<file path="src/rtl/adder_19.sv">
// Registered 3-bit + 3-bit unsigned adder producing a 4-bit sum.
// Operands are captured on in_valid; the result and out_valid appear one cycle later.
module adder_19 (
  input  logic clk,
  input  logic rst,
  input  logic pi5,
  input  logic pi4,
  input  logic pi3,
  input  logic pi2,
  input  logic pi1,
  input  logic pi0,
  input  logic in_valid,
  output logic po3,
  output logic po2,
  output logic po1,
  output logic po0,
  output logic out_valid
);

  localparam int unsigned OP_W  = 3;
  localparam int unsigned SUM_W = OP_W + 1;

  logic [OP_W-1:0]  op_a;
  logic [OP_W-1:0]  op_b;
  logic [OP_W:0]    carry_c;
  logic [SUM_W-1:0] sum_c;
  logic [SUM_W-1:0] sum_q;
  logic             valid_q;

  assign op_a = {pi5, pi4, pi3};
  assign op_b = {pi2, pi1, pi0};

  // Ripple-carry chain; the final carry becomes the sum MSB.
  always_comb begin
    carry_c = '0;
    sum_c   = '0;
    for (int i = 0; i < int'(OP_W); i++) begin
      sum_c[i]     = op_a[i] ^ op_b[i] ^ carry_c[i];
      carry_c[i+1] = (op_a[i] & op_b[i]) | (carry_c[i] & (op_a[i] ^ op_b[i]));
    end
    sum_c[OP_W] = carry_c[OP_W];
  end

  // Result register: reset wins over a capture; idle cycles hold the last sum.
  always_ff @(posedge clk) begin
    if (rst) begin
      sum_q   <= '0;
      valid_q <= 1'b0;
    end else begin
      valid_q <= in_valid;
      if (in_valid) begin
        sum_q <= sum_c;
      end
    end
  end

  assign po3       = sum_q[3];
  assign po2       = sum_q[2];
  assign po1       = sum_q[1];
  assign po0       = sum_q[0];
  assign out_valid = valid_q;

endmodule

</file>
<file path="config.mk">
export PLATFORM = sky130hd
export DESIGN_NAME = adder_19
export DESIGN_NICKNAME = d
export VERILOG_FILES = /design/src/rtl/adder_19.sv
export SDC_FILE = /design/constraint.sdc
export NUM_CORES = 1
export LEC_CHECK = 0
export ABC_AREA = 1
export CAP_MARGIN = 20
export CORE_AREA = 3 3 40 42
export DETAILED_ROUTE_END_ITERATION = 6
export DIE_AREA = 0 0 43 45
export PLACE_DENSITY_LB_ADDON = 0.12
export SYNTH_ARGS = -nofsm -noshare
export SYNTH_HDL_FRONTEND = slang
export SYNTH_SLANG_ARGS = --single-unit
</file>
<file path="constraint.sdc">
create_clock -name clk -period 3.6 [get_ports clk]
set_input_delay 0.54 -clock clk [delete_from_list [all_inputs] [get_ports clk]]
set_output_delay 0.54 -clock clk [all_outputs]
set_load 0.01 [all_outputs]
</file>
# Yosys cells after proc, flatten, opt, wreduce, memory -nomap -nowiden

Index checks and enable logic that the tools add are counted.

Bitwise logic cells: 12

Operators with widths:

| operator         | number |
|---|---|
| 1-bit AND        | 5 |
| 1-bit XOR        | 5 |
| 1-bit bitwise OR | 2 |

Register bits after elaboration: 5
Logic and storage cells: 14
Output and inout bits: 5
Input bits: 9

# Logic depth before layout (Yosys ltp)

Depth in word-level cells: 5
Mapped depth: 7
Depth with buffers taken out: 7

# Worst setup path after synthesis

Ideal clock, no wire load.

Kind: input-to-reg
Start: in pi3
End: reg sum_q[2]
Stages: 7
Buffers on the path: 0
Data required time: 3.536 ns
Library setup time: 0.064 ns
Slack: 1.832 ns
Arrival time: 1.704 ns
Path through: ha_1 -> fa_1 -> inv_1 -> fa_1 -> nand2_1 -> inv_1 -> nor2_1

Cells in the longest elaborated chain, start to end: 4

RTL lines:

| what                   | line | RTL |
|---|---|---|
| start: declaration     | 8    | `input logic pi3,` |
| 1-bit AND (2 in a row) | 39   | `carry_c[i+1] = (op_a[i] & op_b[i]) \| (carry_c[i] & (op_a[i] ^ op_b[i]));` |
| 1-bit bitwise OR       | 39   |  |
| 1-bit XOR              | 38   | `sum_c[i] = op_a[i] ^ op_b[i] ^ carry_c[i];` |
| end signal: assignment | 52   | `sum_q <= sum_c;` |
| end: declaration       | 27   | `logic [SUM_W-1:0] sum_q;` |

Every way passes these cells.
A chain may end at the register's enable or synchronous reset.

# Final worst setup path

Same ends and word-level chain as after synthesis.

==> flow_metrics.tcl <==
set metrics [dict create \
    status "finished, final reports clean" \
    finClkSkew_ns 0 \
    vias_per_cell 3.600 \
    core_mm2 0.001285 \
    final_common_cell "clkdlybuf4s50_1" \
    num_vias 216 \
    fin_nets 58 \
    ys_seq_area_frac 0.4324 \
    relSlewSlack 0.8649 \
    ys_ff_latch 5 \
    htree_levels 1 \
    drcViolationCount 0 \
    setup_tns_ns 0 \
    cts_resized 0 \
    cts.sinks 5 \
    synth_cell_types 7 \
    p_int_uw 122.2 \
    clock_latency_ns 0.24 \
    die_x_um 43 \
    yosysWarnings 0 \
    fp.dieH_um 45 \
    io_buffer_count 13 \
    max_freq_mhz 502.6 \
    grt_pass1_vias 202 \
    max-cap-violations 0 \
    max-vdd-ir-drop_uv 86.15 \
    tightest_slew_ns 0.2020 \
    yosysTopAreaCell "dfxtp_1" \
    syn_nets 40 \
    synth_area_um2 231.5 \
    critPathKind "in -> reg" \
    powerDensity_mw_per_mm2 395.9 \
    grt_pass1_wl_um 731 \
    min_period_over_period 0.5526 \
    post_cts_buffers 0 \
    track_usage 0.05764 \
    dp_hpwl_um 386.3 \
    path_clk_slew_ns 0.04 \
    finalCriticalPeriod_ns 1.990 \
    cts_tree "built" \
    syn_to_final_growth_pct 75.68 \
    cts-root-buf "clkbuf_4" \
    power_frac_comb 0.206 \
    io_pins 14 \
    synth_top_area_share 0.4324 \
    critPathLaunchType "input pin" \
    clock_path_buffers 2 \
    syn_inst 28 \
    rsz0062_at_grt "false" \
    cts_hold_buffers 0 \
    grt_antenna_before_repair 0 \
    grt_overflow_total 0 \
    place_congestion 0.6327 \
    drtIter0Drc 1 \
    first_pass_iters 2 \
    clkPwrFrac 0.410 \
    netSwitchingFraction 0.2411 \
    cts_buffers 3 \
    initial_core_util 0.1801 \
    wl_um 450 \
    antennaDiodeCount 0 \
    setup_viol 0 \
    pwr-share-seq 0.383 \
    routedWlPerCell_um 7.500 \
    crit_arrival_ns 2.17 \
    drive_gt1_frac 0.06667 \
    endpoint_kind "register" \
    utilization 0.3165 \
    netSwitchingPower_uw 38.82 \
    critPathMaxFanout 1 \
    postRouteAntennaNets 0 \
    grt_max_degree 8 \
    synth_area_leaders "dfxtp_1, fa_1, nor2_1" \
    hold_path_class "reg -> reg" \
    p_leak_uw 0.0001906 \
    avgSynthCellArea_um2 8.267 \
    hold_viol 0 \
    cp_data_required_time_ns 3.78 \
    row_count 13 \
    die-area_mm2 0.001935 \
    final_cell_mix "clkdlybuf4s50_1, nor2_1, inv_1, dfxtp_1" \
    drv_slew 0 \
]
[kinds of logic after synthesis]
logic type	after synthesis	synth area share
AND/OR/NAND/NOR	11	0.1784
buffers and inverters	6	0.09729
AO/OA/AOI/OAI	3	0.06485
adder cells (fa/ha/maj)	3	0.2270
flip-flops	5	0.4324
[synthesized netlist by cell type]
| library cell | count |
|---|---|
| nor2_1 | 8 |
| ha_1 | 1 |
| fa_1 | 2 |
| nand2_1 | 3 |
| inv_1 | 6 |
| o21ai_0 | 3 |
| dfxtp_1 | 5 |
[stage by stage]
step | setup WS [ns] | hold slack (ns) | std cells | total power (uW) | area, um2
6_report | 1.611 | 0.4796 | 60 | 161.0 | 406.6
5_1_grt | 1.547 | 0.5267 | 60 | 171.9 | 406.6
4_1_cts | 1.597 | 0.4865 | 60 | 165.4 | 406.6
3_5_place_dp | 1.337 | 0.4776 | 56 | 96.45 | 380.4
3_3_place_gp | 1.360 | 0.4656 | 56 | 96.22 | 380.4
2_1_floorplan | 1.832 | 0.5078 | 28 | 75.56 | 231.5
[layer usage]
layer / vias to the layer above / global-route usage / part of all wire
met4: 0 / 0.1084 / 0.042
li1: 116 / - / -
met2: 10 / 0.07485 / 0.48
met5: - / 0 / 0
met3: 2 / 0.003984 / 0.073
met1: 88 / 0.06083 / 0.40
[worst paths after layout]
kind	slack (ns)	to	from	depth (start not counted)
worst max-delay path	1.61	sum_q[2]$_SDFFE_PP0P_	pi3	8
worst min-delay path	0.48	sum_q[3]$_SDFFE_PP0P_	sum_q[3]$_SDFFE_PP0P_	2
worst max register to register	2.97	sum_q[0]$_SDFFE_PP0P_	sum_q[0]$_SDFFE_PP0P_	2
worst min register to register	0.48	sum_q[3]$_SDFFE_PP0P_	sum_q[3]$_SDFFE_PP0P_	2
[power by group through the flow]
stage | sequential [uW] | combinational (uW) | clock [uW]
after floorplan | 64.9 | 10.6 | 0
after global placement | 62.7 | 33.6 | 0
after detailed placement | 62.8 | 33.7 | 0
after CTS | 61.7 | 33.8 | 69.9
after global routing | 62.1 | 37.1 | 72.8
final | 61.7 | 33.2 | 66.1
[registers in the layout, summed over array words and instances, names as in the netlist]
register	flops
out_valid	1
sum_q	4
[worst max-delay path, cell delays in order]
cell and delay [ns]:
clkdlybuf4s50_1 0.40, ha_1 0.21, fa_1 0.35, inv_1 0.07, fa_1 0.40, nand2_1 0.07
inv_1 0.04, nor2_1 0.08
[cell type report]
type                       instances  area [um2]
clock buffer                       4       26.28
tap                               15       18.77
sequential                         5       100.1
timing repair buffer              13       130.1
inverter                           6       22.52
multi-input combinational         17       108.9
fill                             143       878.3
No activity file was read; power rests on OpenSTA's default activity.
